$ cat src/rtl/fifo_ctrl_pkg.sv
// rtl/fifo_ctrl_pkg.sv - shared types and constants for the FIFO burst read controller
package fifo_ctrl_pkg;

  typedef enum logic [1:0] {
    IDLE  = 2'd0,
    BURST = 2'd1,
    DRAIN = 2'd2
  } state_t;

  localparam int OBUF_DEPTH = 4;
  localparam int PTR_W      = 2;
  localparam int OCC_W      = 3;
  localparam int CNT_W      = 9;
  localparam int TMR_W      = 16;
  localparam int FLUSH_W    = 8;
  localparam int DATA_W_DEF = 8;

  function automatic logic [FLUSH_W-1:0] sat_inc(input logic [FLUSH_W-1:0] v);
    return (v == '1) ? v : v + 1'b1;
  endfunction

endpackage

$ cat src/rtl/fifo_ctrl_obuf.sv
// rtl/fifo_ctrl_obuf.sv - 4-entry {data, last} output buffer with valid/ready head
module fifo_ctrl_obuf
  import fifo_ctrl_pkg::*;
#(
  parameter int DATA_W = DATA_W_DEF
) (
  input  logic              clk,
  input  logic              rst_n,
  input  logic              push,
  input  logic [DATA_W-1:0] push_data,
  input  logic              push_last,
  output logic [OCC_W-1:0]  occ,
  output logic [DATA_W-1:0] m_data,
  output logic              m_valid,
  output logic              m_last,
  input  logic              m_ready
);

  logic [DATA_W-1:0]     data_mem [OBUF_DEPTH];
  logic [OBUF_DEPTH-1:0] last_mem;
  logic [PTR_W-1:0]      wr_ptr;
  logic [PTR_W-1:0]      rd_ptr;
  logic                  pop;

  assign m_valid = (occ != '0);
  assign pop     = m_valid && m_ready;
  assign m_data  = data_mem[rd_ptr];
  assign m_last  = last_mem[rd_ptr];

  // Entries are cleared on reset so the head reads as zero while empty.
  always_ff @(posedge clk or negedge rst_n) begin
    if (!rst_n) begin
      for (int i = 0; i < OBUF_DEPTH; i++) data_mem[i] <= '0;
      last_mem <= '0;
      wr_ptr   <= '0;
      rd_ptr   <= '0;
      occ      <= '0;
    end else begin
      if (push) begin
        data_mem[wr_ptr] <= push_data;
        last_mem[wr_ptr] <= push_last;
        wr_ptr           <= wr_ptr + 1'b1;
      end
      if (pop) rd_ptr <= rd_ptr + 1'b1;
      case ({push, pop})
        2'b10:   occ <= occ + 1'b1;
        2'b01:   occ <= occ - 1'b1;
        default: ;
      endcase
    end
  end

endmodule

$ cat src/rtl/fifo_burst_rd_ctrl.sv
// rtl/fifo_burst_rd_ctrl.sv - FIFO read sequencer issuing threshold and timeout flush bursts
module fifo_burst_rd_ctrl
  import fifo_ctrl_pkg::*;
#(
  parameter int DATA_W    = 8,
  parameter int LVL_W     = 9,
  parameter int BURST_LEN = 16,
  parameter int TIMEOUT   = 255
) (
  input  logic               sys_clk,
  input  logic               rst_n,
  input  logic [LVL_W-1:0]   fifo_rd_water_level,
  input  logic               fifo_rd_empty,
  input  logic [DATA_W-1:0]  fifo_rd_data,
  output logic               fifo_rd_en,
  output logic [DATA_W-1:0]  m_data,
  output logic               m_valid,
  output logic               m_last,
  input  logic               m_ready,
  output logic               busy,
  output logic [FLUSH_W-1:0] flush_cnt
);

  localparam logic [LVL_W-1:0] BURST_LVL = LVL_W'(BURST_LEN);
  localparam logic [TMR_W-1:0] TMR_LAST  = TMR_W'(TIMEOUT - 1);

  state_t           state;
  logic [CNT_W-1:0] len;
  logic [CNT_W-1:0] issued;
  logic [CNT_W-1:0] beat;
  logic             inflight;
  logic [TMR_W-1:0] idle_tmr;
  logic [OCC_W-1:0] occ;
  logic             lvl_full;
  logic             lvl_some;
  logic             credit_ok;
  logic             push_last;

  assign lvl_full  = (fifo_rd_water_level >= BURST_LVL);
  assign lvl_some  = (fifo_rd_water_level != '0);
  // A read may only issue if its beat is guaranteed a buffer slot on return.
  assign credit_ok = (({1'b0, occ} + 4'(inflight)) < 4'(OBUF_DEPTH));
  assign fifo_rd_en = (state == BURST) && (issued < len) && !fifo_rd_empty && credit_ok;
  assign push_last  = (beat == len - 1'b1);

  always_ff @(posedge sys_clk or negedge rst_n) begin
    if (!rst_n) begin
      state     <= IDLE;
      busy      <= 1'b0;
      len       <= '0;
      issued    <= '0;
      beat      <= '0;
      inflight  <= 1'b0;
      idle_tmr  <= '0;
      flush_cnt <= '0;
    end else begin
      inflight <= fifo_rd_en;
      if (fifo_rd_en) issued <= issued + 1'b1;
      if (inflight)   beat   <= beat + 1'b1;
      case (state)
        IDLE: begin
          if (lvl_full) begin
            state    <= BURST;
            busy     <= 1'b1;
            len      <= CNT_W'(BURST_LEN);
            issued   <= '0;
            beat     <= '0;
            idle_tmr <= '0;
          end else if (lvl_some && idle_tmr == TMR_LAST) begin
            state     <= BURST;
            busy      <= 1'b1;
            len       <= CNT_W'(fifo_rd_water_level);
            issued    <= '0;
            beat      <= '0;
            idle_tmr  <= '0;
            flush_cnt <= sat_inc(flush_cnt);
          end else if (lvl_some) begin
            idle_tmr <= idle_tmr + 1'b1;
          end else begin
            idle_tmr <= '0;
          end
        end
        BURST: begin
          if (issued == len) state <= DRAIN;
        end
        DRAIN: begin
          if (m_valid && m_ready && m_last) begin
            state <= IDLE;
            busy  <= 1'b0;
          end
        end
        default: begin
          state <= IDLE;
          busy  <= 1'b0;
        end
      endcase
    end
  end

  fifo_ctrl_obuf #(
    .DATA_W(DATA_W)
  ) u_obuf (
    .clk       (sys_clk),
    .rst_n     (rst_n),
    .push      (inflight),
    .push_data (fifo_rd_data),
    .push_last (push_last),
    .occ       (occ),
    .m_data    (m_data),
    .m_valid   (m_valid),
    .m_last    (m_last),
    .m_ready   (m_ready)
  );

endmodule

$ cat config.mk
export PLATFORM = sky130hd
export DESIGN_NAME = fifo_burst_rd_ctrl
export DESIGN_NICKNAME = d
export VERILOG_FILES = /design/src/rtl/fifo_ctrl_pkg.sv /design/src/rtl/fifo_ctrl_obuf.sv /design/src/rtl/fifo_burst_rd_ctrl.sv
export SDC_FILE = /design/constraint.sdc
export NUM_CORES = 1
export LEC_CHECK = 0
export CAP_MARGIN = 20
export CORE_UTILIZATION = 63
export CTS_CLUSTER_DIAMETER = 100
export DETAILED_ROUTE_END_ITERATION = 7
export PLACE_DENSITY = 0.85
export SETUP_SLACK_MARGIN = 0.3
export SLEW_MARGIN = 20
export SYNTH_ARGS = -nofsm -noshare
export SYNTH_HDL_FRONTEND = slang
export SYNTH_HIERARCHICAL = 1
export SYNTH_SLANG_ARGS = --single-unit
$ cat constraint.sdc
create_clock -name sys_clk -period 3.46 [get_ports sys_clk]
set_clock_uncertainty 0.05 [all_clocks]
set_input_delay 0.865 -clock sys_clk [delete_from_list [all_inputs] [get_ports sys_clk]]
set_output_delay 0.865 -clock sys_clk [all_outputs]
set_load 0.02 [all_outputs]
### Word level (Yosys, flattened, before mapping)

Index checks and enable logic that the tools add are counted.

| storage, ports and cells | value |
|---|---|
| register bits | 98 |
| input bits | 21 |
| word-level logic and storage cells | 103 |

| cells by class | value |
|---|---|
| $add $sub $neg | 10 |
| order comparisons | 9 |
| equality and inequality tests | 11 |
| muxes and demuxes | 34 |
| bitwise logic cells | 5 |
| reduce and logical (&&, ||, !) cells | 18 |

Operator list:

| operator | number |
|---|---|
| $mux W9 | 10 |
| $mux W16 | 3 |
| $bwmux W32 | 1 |
| $mux W8 | 3 |
| $add A9 B1 Y9 const B | 2 |
| $eq A9 B9 Y1 | 2 |
| $add A16 B1 Y16 const B | 1 |
| $bmux W8 S2 | 1 |
| $demux W8 S2 | 1 |
| $eq A16 B8 Y1 const B | 1 |
| $ge A9 B5 Y1 const B | 1 |
| $lt A9 B9 Y1 | 1 |
| $reduce_bool A9 Y1 | 1 |
| $sub A9 B1 Y9 const B | 1 |
| $add A8 B1 Y8 const B | 1 |
| $eq A8 B8 Y1 const B | 1 |
| $logic_and A1 B1 Y1 | 8 |
| $mux W2 | 4 |
| $ge A3 B3 Y1 const B | 2 |
| $lt A2 B3 Y1 const B | 2 |
| $not A2 Y3 | 2 |
| $pmux W2 S3 | 1 |
| $pmux W3 S2 | 1 |
| $reduce_and A3 Y1 | 2 |
| 24 further kinds | 34 |

### Longest topological paths before layout

| logic depth | value |
|---|---|
| word-level depth | 8 |
| mapped depth | 8 |

### By module

Netlist, hierarchy kept.

By module, submodules not included:

| module | times used | cells an instance | area each (sq um) |
|---|---|---|---|
| fifo_burst_rd_ctrl | 1 | 347 | 3214.3 |
| fifo_ctrl_obuf | 1 | 120 | 1935.6 |

### Worst setup path before layout

No wires, ideal clock.

| timing path | value |
|---|---|
| path type | input -> output |
| from | input port fifo_rd_empty |
| to | output port fifo_rd_en |
| arrival time | 1924 ps |
| slack | 621 ps |
| stages | 5 |
| path through | nor4b_2 nand3_1 or2_1 buf_2 nor2_1 |

| on the way | value |
|---|---|
| cells in the longest elaborated chain, start to end | 3 |

Ends and longest elaborated chain:

| element | line | RTL |
|---|---|---|
| from (decl) | fifo_burst_rd_ctrl.sv:13 | `input logic fifo_rd_empty,` |
| $logic_not A1 Y1 | fifo_burst_rd_ctrl.sv:43 | `assign fifo_rd_en = (state == BURST) && (issued < len) && !fifo_rd_empty && credit_ok;` |
| $logic_and A1 B1 Y1 (2 in series) | fifo_burst_rd_ctrl.sv:43 |  |
| to (decl) | fifo_burst_rd_ctrl.sv:15 | `output logic fifo_rd_en,` |

Every way passes these cells.

### Worst setup path after layout

| timing path | value |
|---|---|
| from | register u_obuf.rd_ptr[0] |
| to | output port m_data[0] |

| on the way | value |
|---|---|
| cells in the longest elaborated chain, start to end | 4 |

Ends and longest elaborated chain:

| element | line | RTL |
|---|---|---|
| from (decl) | fifo_ctrl_obuf.sv:22 | `logic [PTR_W-1:0] rd_ptr;` |
| from (signal assigned) | fifo_ctrl_obuf.sv:44 | `if (pop) rd_ptr <= rd_ptr + 1'b1;` |
| $not A2 Y3 (implied by the code) | fifo_ctrl_obuf.sv:27 | `assign m_data = data_mem[rd_ptr];` |
| $bmux W8 S2 | fifo_ctrl_obuf.sv:27 |  |
| $mux W8 (implied by the code) (2 in series) | fifo_ctrl_obuf.sv:27 |  |
| to (decl) | fifo_burst_rd_ctrl.sv:16 | `output logic [DATA_W-1:0] m_data,` |

Every way passes these cells. The select of a mux whose other input is x is not followed.

==> out/metrics.csv <==
stage;metric;value;unit
floorplan;io_pins;41;
synth;synth_area;5150;sq um
cts;cts.sinks;98;
critical_path;cp_cell_sequence;buf_4 -> mux4_2 -> clkdlybuf4s50_1;
floorplan;die_area;8540;sq um
synth;syn-num-nets;509;
sta;rsz0062_at_grt;false;
hold_path;hold_class;reg2reg;
placed_design;placed_cell_area;5670;sq um
critical_path;reg2regPathDepth;6;
job;drv_cap;0;
synth;synth_most_common_cell;dfrtp_1;
drt;wl_per_cell;17.1;microns
power;p_per_area;688;nW/um^2
synth;synth_top_area_share;47.6;%
synth;synthTopCellsByCount;dfrtp_1 (98), mux2_2 (39), nand2_1 (31), o21ai_0 (30), nor2_1 (28);
global_routing;grt_max_degree;89;
cts;cts_tree;yes;
outcome;status;complete, no violations;
critical_path;reg2reg_to;u_obuf/last_mem[0]$_DFFE_PN0P_;
critical_path;critical_path_class;reg2out;
critical_path;max_stage_delay;0.56;ns
drt;route.vias.total;3769;
critical_path;crit_path_end_kind;primary output;
sta;worst_slew_pin_slew;0.909;ns
finish;syn2layout_area_growth;14.6;%
sta;setup_viol;0;
placed_design;post-place-ws;-0.104;ns
global_routing;grt-ovfl-total;0;
synth;ys_seq_elements;98;
power;finalPower;4.06;mW
synth;synth_edf_count;0;
critical_path;reg2reg_slack;0.88;ns
synth;post-synth-top-area-cell;dfrtp_1;
sta;maxSlewHeadroom;39.0;%
global_routing;grtUsageTotal;27.4;%
synth;synthArstFlopShare;100;%
cts;hold_buffers;0;
synth;yosys_most_used_dff;dfrtp_1;
cts;htree_levels;3;
drt;final_antenna_net_count;0;
sta;finalHoldViolCount;0;
placed_design;gp_congestion;0.820;
synth;synth.avg_cell_area;11.0;sq um
critical_path;cp.arrival;2.16;ns
finish;fill_cells;530;
sta;worst_slack;0.382;ns
global_routing;grt_pass1_wl;18200;microns
power;peakVddDrop;0.534;mV
synth;synthCells;467;
floorplan;dieHeight;92.4;microns
drt;wl;10600;microns
drt;remaining_drc_errors;0;
drt;viasPerCell;6.07;
sta;finalCritPeriodShare;88.9;%
floorplan;die_w;92.4;microns
synth;synth_area_leaders;dfrtp_1 (48%), mux2_2 (8.5%), ha_1 (4.9%);
cts;clockBufferDepth;2;
placed_design;port_buffers;40;
finish;drive_gt1_share;17.1;%
drt;firstDrtPassIters;5;
critical_path;slowest_stage;clkdlybuf4s50_1;
global_routing;grt_pass1_vias;3831;
critical_path;crit_fanout;7;
cts;path_clk_slew;0.11;ns
floorplan;start_util;66.0;%
critical_path;timing.rr.start;len[2]$_DFFE_PN0P_;
placed_design;place_hpwl;7560;microns
power;leakagePower;2.61;nW
critical_path;crit_path_end;m_data[0];
synth;ys_warn_count;6;
sta;slew_viol_final;0;
cts;root_buffer;clkbuf_8;
synth;ys_types;52;
finish;nets;556;
cts;clkLatencyLatePin;0.37;ns
floorplan;core_area;7810;sq um
floorplan;rows;32;
critical_path;start_kind;flop;
finish;fin_area;5900;sq um
cts;cts_buffers;9;
drt;dr.first_iter.drc_count;182;
sta;min_period;3.08;ns
global_routing;antenna_found_initial;0;
sta;max_freq;325;MHz
critical_path;crit_start;u_obuf/rd_ptr[0]$_DFFE_PN0P_;
critical_path;cp_data_required_time;2.54;ns
finish;diodes;0;
synth;ys_seq_area_share;47.6;%
-- logic make-up after synthesis --
| group | after synthesis | synth area share, % |
|---|---|---|
| AOI/OAI and AO/OA | 73 | 8.38 |
| xor gates and xnor gates | 30 | 5.10 |
| adders and majority gates | 21 | 5.25 |
| buffers and inverters | 37 | 3.18 |
| DFF | 98 | 47.6 |
| muxes | 55 | 13.9 |
| and+or+nand+nor | 153 | 16.5 |
-- worst max-delay path, delay by kind of cell, from the launching register on --
kind                   cells  cell delay [ns]
buffers and inverters      2             0.79
muxes                      1             0.54
DFF                        1             0.46
-- how the worst min path moves through the flow --
stage,startpoint,endpoint,slack (ns),cells past startpoint
3_5_place_dp,flush_cnt[5]$_DFFE_PN0P_,flush_cnt[5]$_DFFE_PN0P_,0.43,1
5_1_grt,flush_cnt[5]$_DFFE_PN0P_,flush_cnt[5]$_DFFE_PN0P_,0.47,1
3_3_place_gp,state[1]$_DFFE_PN0P_,state[0]$_DFFE_PN0P_,0.41,1
2_1_floorplan,state[1]$_DFFE_PN0P_,state[0]$_DFFE_PN0P_,0.39,1
6_report,flush_cnt[5]$_DFFE_PN0P_,flush_cnt[5]$_DFFE_PN0P_,0.45,1
4_1_cts,flush_cnt[5]$_DFFE_PN0P_,flush_cnt[5]$_DFFE_PN0P_,0.45,1
-- metrics by stage --
step / TNS (ns) / utilization [%] / hold slack [ns] / std cells
3_3_place_gp: -0.0775 / 72.6 / 0.414 / 604
6_report: 0 / 75.6 / 0.450 / 621
4_1_cts: 0 / 75.3 / 0.454 / 620
5_1_grt: 0 / 75.6 / 0.474 / 621
2_1_floorplan: 0 / - / 0.390 / 467
3_5_place_dp: -0.104 / 72.6 / 0.433 / 604
-- what timing repair did --
action                                  4_1_cts  5_1_grt
cloned                                        0        0
gates resized for setup                       5        4
hold endpoints to repair                      0        0
endpoints found under the setup margin        2        1
pin swaps                                     0        4
setup buffers                                 0        1
-- placed cells by master (no fill, tap or decap), drive strengths merged, types with 14 or more instances in the layout --
cell type / count
dfrtp: 98
nand4: 15
nand2: 35
xor2: 19
nor2: 28
o21ai: 32
inv: 26
clkdlybuf4s50: 37
ha: 20
nand3: 18
mux2: 40
a21oi: 14
-- final cells by class --
| class | instances | area, sq um | share of cell area (%) |
|---|---|---|---|
| Tap cell | 102 | 128 | 2.16 |
| Sequential cell | 98 | 2450 | 41.6 |
| Inverter | 23 | 86.3 | 1.46 |
| Timing Repair Buffer | 50 | 480 | 8.14 |
| Clock inverter | 7 | 95.1 | 1.61 |
| Clock buffer | 9 | 124 | 2.10 |
| Multi-Input combinational cell | 332 | 2540 | 43.0 |
-- registers in the layout, summed over array words and instances, names as in the netlist --
| register | count |
|---|---|
| flush_cnt | 8 |
| len | 9 |
| u_obuf/wr_ptr | 2 |
| u_obuf/data_mem | 32 |
| state | 2 |
| inflight | 1 |
| u_obuf/last_mem | 4 |
| idle_tmr | 16 |
| u_obuf/occ | 3 |
| u_obuf/rd_ptr | 2 |
| busy | 1 |
| issued | 9 |
| beat | 9 |
-- power by group --
group          switching [mW]  internal [mW]
Sequential              0.286           1.47
Clock                   0.446          0.356
Combinational           0.703          0.803
-- layer usage --
metal | global-route usage, % | wire length (microns)
met1 | 35.3 | 4600
met4 | 9.51 | 198
met5 | 0 | 0
met2 | 47.2 | 5370
met3 | 4.19 | 439
Power figures use the tool's default switching activity.
